**config.mk**
```make
export PLATFORM = sky130hd
export DESIGN_NAME = pipeline_flow_ctrl
export DESIGN_NICKNAME = d
export VERILOG_FILES = /design/src/rtl/pipe_ctrl_pkg.sv /design/src/rtl/branch_cond.sv /design/src/rtl/pipeline_flow_ctrl.sv
export SDC_FILE = /design/constraint.sdc
export NUM_CORES = 1
export LEC_CHECK = 0
export BUFFER_PORTS_ARGS = -buffer_cell sky130_fd_sc_hd__buf_2
export CAP_MARGIN = 20
export CORE_ASPECT_RATIO = 1.75
export CORE_UTILIZATION = 45
export CTS_CLUSTER_SIZE = 10
export DETAILED_ROUTE_END_ITERATION = 8
export PLACE_DENSITY_LB_ADDON = 0.1
export SETUP_SLACK_MARGIN = 0.3
export SYNTH_ARGS = -nofsm -noshare
export SYNTH_HDL_FRONTEND = slang
export SYNTH_SLANG_ARGS = --single-unit
```
**constraint.sdc**
```tcl
create_clock -name clk -period 2.35 [get_ports clk]
set_clock_uncertainty 0.05 [all_clocks]
set_input_delay 0.235 -clock clk [delete_from_list [all_inputs] [get_ports clk]]
set_output_delay 0.235 -clock clk [all_outputs]
set_load 0.1 [all_outputs]
```
**src/rtl/pipe_ctrl_pkg.sv**
```systemverilog
// Shared constants for the pipeline flow controller: branch funct3 codes,
// FSM state encoding and the default performance-counter width.
package pipe_ctrl_pkg;

  localparam logic [2:0] F3_BEQ = 3'b000;
  localparam logic [2:0] F3_BNE = 3'b001;
  localparam logic [2:0] F3_BLT = 3'b100;
  localparam logic [2:0] F3_BGE = 3'b101;

  localparam int CNT_W_DEF = 16;

  typedef enum logic {
    RUN    = 1'b0,
    SQUASH = 1'b1
  } state_t;

endpackage

```
**src/rtl/branch_cond.sv**
```systemverilog
// Branch condition evaluator: decides whether a conditional branch is taken
// from funct3 and the ALU flags of rs1-rs2.
module branch_cond
  import pipe_ctrl_pkg::*;
(
  input  logic [2:0] funct3,
  input  logic       zero,
  input  logic       pos,
  output logic       cond
);

  // Map funct3 to its comparison; unsupported encodings are never taken.
  always_comb begin
    cond = 1'b0;
    case (funct3)
      F3_BEQ:  cond = zero;
      F3_BNE:  cond = ~zero;
      F3_BLT:  cond = ~pos & ~zero;
      F3_BGE:  cond = pos | zero;
      default: cond = 1'b0;
    endcase
  end

endmodule

```
**src/rtl/pipeline_flow_ctrl.sv**
```systemverilog
// Control-flow and hazard sequencer: branch/jump redirect in EX, load-use
// stall between ID and EX, post-redirect squash window and saturating counters.
module pipeline_flow_ctrl
  import pipe_ctrl_pkg::*;
#(
  parameter int REDIRECT_CYCLES = 1,
  parameter int CNT_W           = CNT_W_DEF
) (
  input  logic             clk,
  input  logic             reset,
  input  logic [4:0]       id_rs1,
  input  logic [4:0]       id_rs2,
  input  logic             id_uses_rs1,
  input  logic             id_uses_rs2,
  input  logic [4:0]       ex_rd,
  input  logic             ex_mem_read,
  input  logic             ex_branch,
  input  logic             ex_jump,
  input  logic [2:0]       ex_funct3,
  input  logic             ex_zero,
  input  logic             ex_pos,
  input  logic             cnt_clr,
  output logic             pc_write,
  output logic             pc_sel,
  output logic             ifid_write,
  output logic             ifid_flush,
  output logic             idex_flush,
  output logic             taken,
  output logic [CNT_W-1:0] branch_cnt,
  output logic [CNT_W-1:0] taken_cnt,
  output logic [CNT_W-1:0] stall_cnt,
  output logic [CNT_W-1:0] squash_cnt
);

  localparam logic [2:0] SQ_INIT = 3'(REDIRECT_CYCLES - 1);

  state_t     state_r, next_state_s;
  logic [2:0] sq_cnt_r, sq_next_s;
  logic       cond_s, taken_raw_s, load_use_s, stall_s, run_s;
  logic [CNT_W-1:0] branch_cnt_r, taken_cnt_r, stall_cnt_r, squash_cnt_r;

  function automatic logic [CNT_W-1:0] sat_inc(input logic [CNT_W-1:0] v, input logic en);
    if (en && (v != {CNT_W{1'b1}})) begin
      return v + {{(CNT_W-1){1'b0}}, 1'b1};
    end else begin
      return v;
    end
  endfunction

  branch_cond u_branch_cond (
    .funct3 (ex_funct3),
    .zero   (ex_zero),
    .pos    (ex_pos),
    .cond   (cond_s)
  );

  assign run_s       = (state_r == RUN);
  assign taken_raw_s = ex_jump | (ex_branch & cond_s);
  assign load_use_s  = ex_mem_read & (ex_rd != 5'd0) &
                       ((id_uses_rs1 & (id_rs1 == ex_rd)) | (id_uses_rs2 & (id_rs2 == ex_rd)));

  // Mealy control outputs and next-state; redirect has priority over the stall.
  always_comb begin
    next_state_s = state_r;
    sq_next_s    = sq_cnt_r;
    pc_write     = 1'b1;
    pc_sel       = 1'b0;
    ifid_write   = 1'b1;
    ifid_flush   = 1'b0;
    idex_flush   = 1'b0;
    taken        = 1'b0;
    stall_s      = 1'b0;
    if (reset) begin
      ifid_flush   = 1'b1;
      idex_flush   = 1'b1;
      next_state_s = RUN;
      sq_next_s    = 3'd0;
    end else begin
      case (state_r)
        RUN: begin
          if (taken_raw_s) begin
            pc_sel     = 1'b1;
            ifid_flush = 1'b1;
            idex_flush = 1'b1;
            taken      = 1'b1;
            if (REDIRECT_CYCLES > 1) begin
              next_state_s = SQUASH;
              sq_next_s    = SQ_INIT;
            end else begin
              next_state_s = RUN;
            end
          end else if (load_use_s) begin
            pc_write   = 1'b0;
            ifid_write = 1'b0;
            idex_flush = 1'b1;
            stall_s    = 1'b1;
          end else begin
            next_state_s = RUN;
          end
        end
        SQUASH: begin
          // ID/EX hold bubbles here, so hazards and redirects are ignored.
          ifid_flush = 1'b1;
          sq_next_s  = sq_cnt_r - 3'd1;
          if (sq_cnt_r == 3'd1) begin
            next_state_s = RUN;
          end else begin
            next_state_s = SQUASH;
          end
        end
        default: begin
          next_state_s = RUN;
          sq_next_s    = 3'd0;
        end
      endcase
    end
  end

  // FSM state and squash-window counter.
  always_ff @(posedge clk) begin
    if (reset) begin
      state_r  <= RUN;
      sq_cnt_r <= 3'd0;
    end else begin
      state_r  <= next_state_s;
      sq_cnt_r <= sq_next_s;
    end
  end

  // Saturating performance counters; clear wins over a same-cycle increment.
  always_ff @(posedge clk) begin
    if (reset || cnt_clr) begin
      branch_cnt_r <= {CNT_W{1'b0}};
      taken_cnt_r  <= {CNT_W{1'b0}};
      stall_cnt_r  <= {CNT_W{1'b0}};
      squash_cnt_r <= {CNT_W{1'b0}};
    end else begin
      branch_cnt_r <= sat_inc(branch_cnt_r, run_s & (ex_branch | ex_jump));
      taken_cnt_r  <= sat_inc(taken_cnt_r, taken);
      stall_cnt_r  <= sat_inc(stall_cnt_r, stall_s);
      squash_cnt_r <= sat_inc(squash_cnt_r, ifid_flush);
    end
  end

  assign branch_cnt = branch_cnt_r;
  assign taken_cnt  = taken_cnt_r;
  assign stall_cnt  = stall_cnt_r;
  assign squash_cnt = squash_cnt_r;

endmodule

```
==> results of run 1 <==
==> layout make-up <==
type	instances	area, um^2
inverter	8	33.78
timing repair buffer	129	907.1
tap	88	110.1
multi-input combinational	324	2402
sequential	68	1521
clock inverter	5	73.82
fill	609	2266
clock buffer	11	252.7
==> sequential cells by signal (all words and copies together), names as in the netlist <==
name        count
branch_cnt     16
sq_cnt_r        3
squash_cnt     16
stall_cnt      16
state_r         1
taken_cnt      16
==> stage by stage <==
step                std cells  setup TNS [ps]  cell area [um^2]  hold WS [ps]
floorplan                 424          -18.16              3807         348.4
global placement          610           -1962              4559         409.4
detailed placement        610           -2625              4559         420.3
CTS                       630               0              4996         238.7
global route              633               0              5301         272.6
finish                    633               0              5301         254.1
==> repair_timing <==
action                                  4_1_cts  5_1_grt
hold buffers                                  0        0
endpoints found under the setup margin       26       39
setup buffers                                 4        2
resized for setup                            14       47
cloned                                        0        1
pin swaps                                     3       19
==> power groups by stage <==
stage / sequential [W] / combinational (W) / clock [W]
after floorplan: 0.00119 / 0.000117 / 0
after global placement: 0.00115 / 0.000226 / 0
after detailed placement: 0.00115 / 0.000229 / 0
after CTS: 0.00113 / 0.000239 / 0.00150
after global routing: 0.00113 / 0.000287 / 0.00155
final: 0.00113 / 0.000270 / 0.00146
==> path summary, 6_finish.rpt <==
check | start | endpoint | slack, ps | cells past startpoint
hold reg to reg | stall_cnt[9]$_SDFFE_PP0P_ | stall_cnt[9]$_SDFFE_PP0P_ | 430 | 2
setup reg to reg | state_r$_SDFF_PP0_ | stall_cnt[6]$_SDFFE_PP0P_ | 180 | 5
hold / removal | reset | sq_cnt_r[0]$_SDFFE_PP0P_ | 250 | 3
setup / recovery | ex_pos | stall_cnt[6]$_SDFFE_PP0P_ | 130 | 8
==> logic make-up (layout without fill, tap and decap cells) <==
group                    Yosys count  in the layout  synth area share
XOR/XNOR                          45             45            0.1115
flip-flops                        68             68            0.3850
AO/OA/AOI/OAI                     55             55            0.1069
multiplexers                       7              7           0.01982
adder cells (fa/ha/maj)            6              6           0.02123
AND/OR/NAND/NOR                  211            211            0.3188
buffers and inverters             32            153           0.03680
==> synth_stat cells (all sizes together), types with 5 or more instances <==
cell    number
or3         18
and3        11
o31ai        5
xor2        17
o41ai        6
dfxtp       68
ha           6
nand4       13
nor2        53
o21ai       10
nor4b        6
mux2i        7
nor4        14
nor3        13
inv          8
nand2       33
xnor2       28
o311ai       6
a21oi       17
clkbuf      20
nand3       22
or4          9
==> per-layer routing <==
metal | part of all wire | global-route usage | wire [um]
met5 | 0 | 0 | 0
met4 | 0.018 | 0.1148 | 182
met3 | 0.037 | 0.05584 | 363
met2 | 0.57 | 0.4339 | 5618
met1 | 0.38 | 0.2435 | 3766
==> worst max-delay path, stage by stage <==
cell and delay (ps):
buf_6 90, or3b_4 410, and3_4 160, or2_1 240, or4_4 520, buf_8 170
or4_1 470, a21oi_1 130
==> results.cfg, run 1 <==
[drt]
ant_nets = 0
drc = 0
dr.pass1.iters = 4
routedWlPerCell_um = 15.69
drtIter0Drc = 163
totalWireLength_mm = 9.931
vias_per_cell = 5.706
route.vias.total = 3612

[global_routing]
antenna_found_initial = 0
grt_usage = 0.2353
overflow = 0
grt_pass1_vias = 3377
grt_pass1_wl_mm = 15.58
grt_max_degree = 52

[timing]
min_period_over_period = 0.9449
rsz0062_at_grt = true
fin_ws_ps = 129.4
fmax_ghz = 0.4503
hold_violations = 0
min_period_ps = 2221
setup_viol = 0
tightest_slew_ps = 499.4
slew_headroom = 0.6693
maxSlewViolCount = 0

[job]
drv_cap = 0

[floorplan]
core_area_um2 = 7567
die_h_um = 119.3
die_x_um = 69.01
ios = 98
fp-row-count = 42
die_area_um2 = 8230
initial_core_util = 0.4673

[critical_path]
worstPathMaxFanout = 16
crit_type = in -> reg
worstSetupStartpointType = primary input
cp.arrival_ps = 2430
cp-end-kind = flop
required_ps = 2560

[pwr]
power.switching_w = 0.0006578
ir_worst_vdd_v = 0.0005044
seqPwrFrac = 0.394
power_frac_comb = 0.094
power_w = 0.002863
clockPowerShare = 0.512
p_leak_nw = 2.054
powerDensity_nw_per_um2 = 540.0
power_switching_share = 0.2298
p_int_w = 0.002205

[yosys]
ys.flop_type = dfxtp_1
synth_top_area_cell = dfxtp_1
synth_area_um2 = 3536
postSynthAreaPerCell_um2 = 8.339
synth.area.top_cells = dfxtp_1 (38%), xnor2_1 (6.9%), nor2_1 (5.6%)
synth_top_area_share = 0.3850
synth_fp_nets = 458
ys_types = 44
synthCells = 424
synth_seq_cells = 68
ys_seq_area_frac = 0.3850
synth-edff-count = 0
async_flop_share = 0
yosys_warnings = 0

[place]
gp_congestion = 0.8712
dpl.hpwl_mm = 6.865
place_ws_ps = -224.9
port_buffers = 97

[clocking]
insertion_delay_ps = 330
numCtsBuffers = 9
cts.htree.levels = 3
clock_sinks = 68
clock-root-buffer = clkbuf_16
clock_path_buffers = 2
cts_tree = built
clk_pin_slew_ps = 50

[status]
status = finished clean

[finish]
layout_common_cells = buf_2 (87), nor2_1 (51), nand2_1 (32), dfxtp_4 (32), dfxtp_2 (32)
drive_gt1_frac = 0.4862
final_util = 0.7006
layout.nets = 574
syn_to_final_growth_pct = 49.93
final_common_cell = buf_2
diodes = 0

[min_path]
hold_path.class = in -> reg
No activity file was read; power rests on OpenSTA's default activity.
==> inputs of run 2 (changes only) <==
CTS_CLUSTER_SIZE = 20   (was 10)
PLACE_DENSITY = 0.73   (was unset)
PLACE_DENSITY_LB_ADDON = unset   (was 0.1)
SLEW_MARGIN = 40   (was unset)
==> run 2 against run 1 <==
Effect of this change:
- sequential power hardly changed
- routed wire length is 4.8% higher
- non-clock buffer count is 5 higher
- setup slack better by 18 ps
- utilization is 1.2 points higher
- count of clock-buffer cells in the layout is 1 lower
- via count is 2.4% higher
- clock power is 11% higher
- global-route usage is 0.073 points higher
- cell count is 0.95% higher
- first-iteration DRC count is 12% lower
- largest cell class unchanged
- highest routed layer unchanged
==> results.cfg, run 2 (synthesis gave the netlist of run 1 again) <==
[critical_path]
slowest_delay_ps = 530
crit_type = in -> reg
crit_chain = buf_6, or3b_4, and3_4, or2_4, or4_4, buf_6, or4_1, a21oi_1
worstPathMaxFanout = 7
r2r-start = taken_cnt[6]$_SDFFE_PP0P_
crit_path_start = ex_zero
cpMaxStageDelayCell = or4_4
cp.arrival_ps = 2410
required_ps = 2560
path_buf_inv = 2
worstSetupStartpointType = primary input
crit_path_frequent_cell = buf_6
cpLargestDelayFamily = simple AND/OR/NAND/NOR gates
cp-end-kind = flop

[drt]
ant_nets = 0
vias_per_cell = 5.787
totalWireLength_mm = 10.40
dr.pass1.iters = 4
routedWlPerCell_um = 16.28
drtIter0Drc = 144
route.vias.total = 3698
drc = 0

[pwr]
p_leak_nw = 2.086
ir_worst_vdd_v = 0.0005343
power_w = 0.003013
powerDensity_nw_per_um2 = 559.0

[clocking]
cts.htree.levels = 3
cts_tree = built
clock_sinks = 68
clock-root-buffer = clkbuf_16
insertion_delay_ps = 340
clk_pin_slew_ps = 60
numCtsBuffers = 9
clock_path_buffers = 2

[finish]
final_common_cell = buf_2
syn_to_final_growth_pct = 52.44
layout.nets = 580
drive_gt1_frac = 0.5009
multi_input_area_um2 = 2442
fill_cells = 576
seqCellArea_um2 = 1521
layout_common_cells = buf_2 (89), nor2_1 (50), nand2_1 (33), dfxtp_4 (32), dfxtp_2 (32)
final_util = 0.7123
diodes = 0

[job]
drv_cap = 0

[floorplan]
core_area_um2 = 7567
die_area_um2 = 8230
ios = 98
die_x_um = 69.01
initial_core_util = 0.4673
fp-row-count = 42
die_h_um = 119.3

[place]
dpl.hpwl_mm = 6.901
port_buffers = 97
gp_congestion = 0.8671

[status]
status = finished clean

[timing]
setup_viol = 0
rsz0062_at_grt = true
min_period_ps = 2202
tightest_slew_ps = 516.6
slew_headroom = 0.6545
maxSlewViolCount = 0
min_period_over_period = 0.9371
fmax_ghz = 0.4541
setup_tns_ps = 0
hold_violations = 0

[min_path]
hp-start = reset
hold_path.class = in -> reg

[global_routing]
overflow = 0
grt_max_degree = 50
grt_usage = 0.2360
grt_pass1_wl_mm = 15.68
grt_pass1_vias = 3523
antenna_found_initial = 0
## run 2: per-stage QoR
| step | cells | hold slack, ps | setup WS, ps | instance area, um^2 |
|---|---|---|---|---|
| global route | 639 | 270.2 | 91.17 | 5390 |
| floorplan | 424 | 348.4 | -10.40 | 3807 |
| global placement | 612 | 413.9 | -179.1 | 4577 |
| finish | 639 | 249.0 | 147.8 | 5390 |
| detailed placement | 612 | 428.5 | -211.8 | 4583 |
| CTS | 632 | 226.0 | 161.8 | 5026 |
## run 2: worst min-delay path, cell delays in order
cell and delay (ps):
buf_2 100, buf_4 190, nor2_1 60
## run 2: per-layer routing
metal	part of all wire	vias up	GRT usage	routed length, um
met2	0.56	118	0.4502	5861
met3	0.043	27	0.04738	445
met4	0.030	0	0.1288	307
met5	0	-	0	0
met1	0.36	1768	0.2308	3789
li1	-	1785	-	-
## run 2: worst paths after layout
kind / to / slack [ps] / cells after the start
max: stall_cnt[6]$_SDFFE_PP0P_ / 150 / 8
min: sq_cnt_r[0]$_SDFFE_PP0P_ / 250 / 3
max reg2reg: taken_cnt[15]$_SDFFE_PP0P_ / 180 / 6
min reg2reg: stall_cnt[12]$_SDFFE_PP0P_ / 440 / 2
## run 2: layout make-up
type	instances	share of cell area
tap	88	0.02043
clock buffer	10	0.04643
sequential	68	0.2823
timing repair buffer	134	0.1708
clock inverter	6	0.02019
multi-input combinational	325	0.4531
inverter	8	0.006732
## run 2: power breakdown
part	internal [W]	switching [W]	total [W]
combinational	0.0000968	0.000167	0.000264
sequential	0.00112	0.00000546	0.00113
clock	0.00110	0.000523	0.00162
## run 2: repair_timing
item,4_1_cts,5_1_grt
gates resized for setup,7,58
hold buffers,0,0
buffers inserted,3,6
endpoints found under the setup margin,26,46
cloned,1,1
pin swaps,3,25
==> inputs of run 3 (changes only) <==
ABC_AREA = 1   (was unset)
PLACE_DENSITY = 0.72   (was 0.73)
==> run 3 against run 2 <==
Effect of this change:
- via count rose by 19%
- sequential share of layout area rose by 0.13 points
- cell count rose by 35%
- setup slack improved by 240 ps
- cell area fell by 5.9%
- worst hold slack got worse by 39 ps
- clock power fell by 15%
- first-iteration DRC count rose by 78%
- routed wire length fell by 1.6%
- total power fell by 7.6%
- flip-flop and latch count did not move
- global-route usage fell by 1.3 points
- largest power group unchanged
==> results.cfg, run 3 <==
[clocking]
numCtsBuffers = 9
cts_tree = built
insertion_delay_ps = 330
clock-root-buffer = clkbuf_16
clock_sinks = 68
clk_pin_slew_ps = 50
cts.htree.levels = 3
clock_path_buffers = 2

[timing]
min_period_over_period = 0.8332
hold_violations = 0
hold_slack_ps = 209.9
setup_viol = 0
maxSlewViolCount = 0
slew_headroom = 0.6420
min_period_ps = 1958
rsz0062_at_grt = false
tightest_slew_ps = 536.2
fin_ws_ps = 391.9
fmax_ghz = 0.5107

[yosys]
synth_xor_area_frac = 0.05400
ys_seq_area_frac = 0.3357
synth_top_area_cell = dfxtp_1
synth_fp_nets = 678
ys_types = 30
synth_top_family_by_area = simple AND/OR/NAND/NOR gates
synth_compound_area_frac = 0.1021
synth_area_um2 = 4055
async_flop_share = 0
netlist_top_cells_count = nand2_1 (183), nor2_1 (85), inv_1 (78)
synth.mux.area_fraction = 0
synth.area.top_cells = dfxtp_1 (34%), nand2_1 (17%), nor2_1 (7.9%)
synth_seq_cells = 68
synthCells = 644
synth_top_area_share = 0.3357
postSynthAreaPerCell_um2 = 6.297
synth_simple_gate_area_frac = 0.3792
yosys_warnings = 0
synth-edff-count = 0
synth_most_common_cell = nand2_1
synth_fa_ha_area_frac = 0.01851
ys.flop_type = dfxtp_1

[global_routing]
grt_pass1_wl_mm = 16.55
grt_max_degree = 40
overflow = 0
antenna_found_initial = 0
grt_pass1_vias = 3984
grt_usage = 0.2234

[finish]
instances_no_fill = 865
layout_common_cells = nand2_1 (183), buf_2 (97), nor2_1 (81), inv_1 (77), a21oi_1 (49)
layout.nets = 777
syn_to_final_growth_pct = 25.12
final_common_cell = nand2_1
drive_gt1_frac = 0.2714
fill_cells = 851
final_util = 0.5814
diodes = 0

[place]
post-place-cells = 844
place_ws_ps = 365.0
dpl.hpwl_mm = 7.668
port_buffers = 97
gp_congestion = 0.8935

[floorplan]
core_area_um2 = 8727
initial_core_util = 0.4647
die_area_um2 = 9410
die_x_um = 73.76
die_h_um = 127.6
ios = 98
fp-row-count = 45

[pwr]
powerDensity_nw_per_um2 = 548.6
ir_worst_vdd_v = 0.0004726
p_leak_nw = 2.174

[critical_path]
cp-end-kind = output pin
worstSetupStartpointType = flop
worstPathMaxFanout = 4
crit_type = reg -> out
required_ps = 2070
cp.arrival_ps = 1670

[job]
drv_cap = 0

[drt]
dr.pass1.iters = 5
vias_per_cell = 5.080
drc = 0
route.vias.total = 4394
drtIter0Drc = 256
totalWireLength_mm = 10.24
routedWlPerCell_um = 11.83
ant_nets = 0

[min_path]
hold_path.class = in -> reg

[status]
status = finished clean
run 3: logic make-up after synthesis:
logic type	count (synthesis)
simple gates	363
buf+inv	104
compound gates	78
flops	68
xor+xnor	25
fa+ha+maj	6
run 3: power breakdown:
group | internal, W | switching [W] | total, W
logic | 0.0000638 | 0.000187 | 0.000251
clock network | 0.000876 | 0.000494 | 0.00137
registers | 0.00116 | 0.00000684 | 0.00116
total | 0.00210 | 0.000688 | 0.00278
run 3: final timing paths:
check                             startpoint                    endpoint  slack (ps)  cells after the start
setup / recovery          state_r$_SDFF_PP0_                    pc_write         390                      5
hold / removal                         reset    sq_cnt_r[2]$_SDFFE_PP0P_         210                      4
setup reg to reg  squash_cnt[0]$_SDFFE_PP0P_  squash_cnt[4]$_SDFFE_PP0P_         490                     11
hold reg to reg     sq_cnt_r[2]$_SDFFE_PP0P_    sq_cnt_r[2]$_SDFFE_PP0P_         420                      2
run 3: repair_timing:
item	4_1_cts	5_1_grt
setup buffers	0	5
setup endpoints to repair	0	34
hold buffers	0	0
resized for setup	0	7
run 3: worst max-delay path, stage by stage, from the launching register on:
cell and delay, ps:
dfxtp_1 340, nor2_2 250, nand3_4 150, nor2_2 230, inv_1 80, buf_2 290
run 3: cell type report:
type | count | area (um^2) | area share
Timing Repair Buffer | 107 | 564.3 | 0.1112
Inverter | 85 | 319.1 | 0.06289
Sequential cell | 68 | 1439 | 0.2836
Tap cell | 117 | 146.4 | 0.02885
Multi-Input combinational cell | 472 | 2302 | 0.4538
Clock buffer | 12 | 256.5 | 0.05055
Clock inverter | 4 | 46.29 | 0.009125
run 3: metal layers:
metal	share of wire	vias to the layer above	GRT usage
met1	0.39	1994	0.2242
met4	0.027	0	0.1176
met5	0	-	0
met2	0.53	141	0.4188
met3	0.052	24	0.04022
li1	-	2235	-
run 3: metrics by stage:
stage	TNS (ps)	instance area (um^2)	total power, W
final	0	5074	0.002783
after global routing	0	5074	0.002886
after CTS	0	5005	0.002804
after detailed placement	0	4702	0.001431
after global placement	0	4702	0.001427
after floorplan	-90.55	4159	0.001377
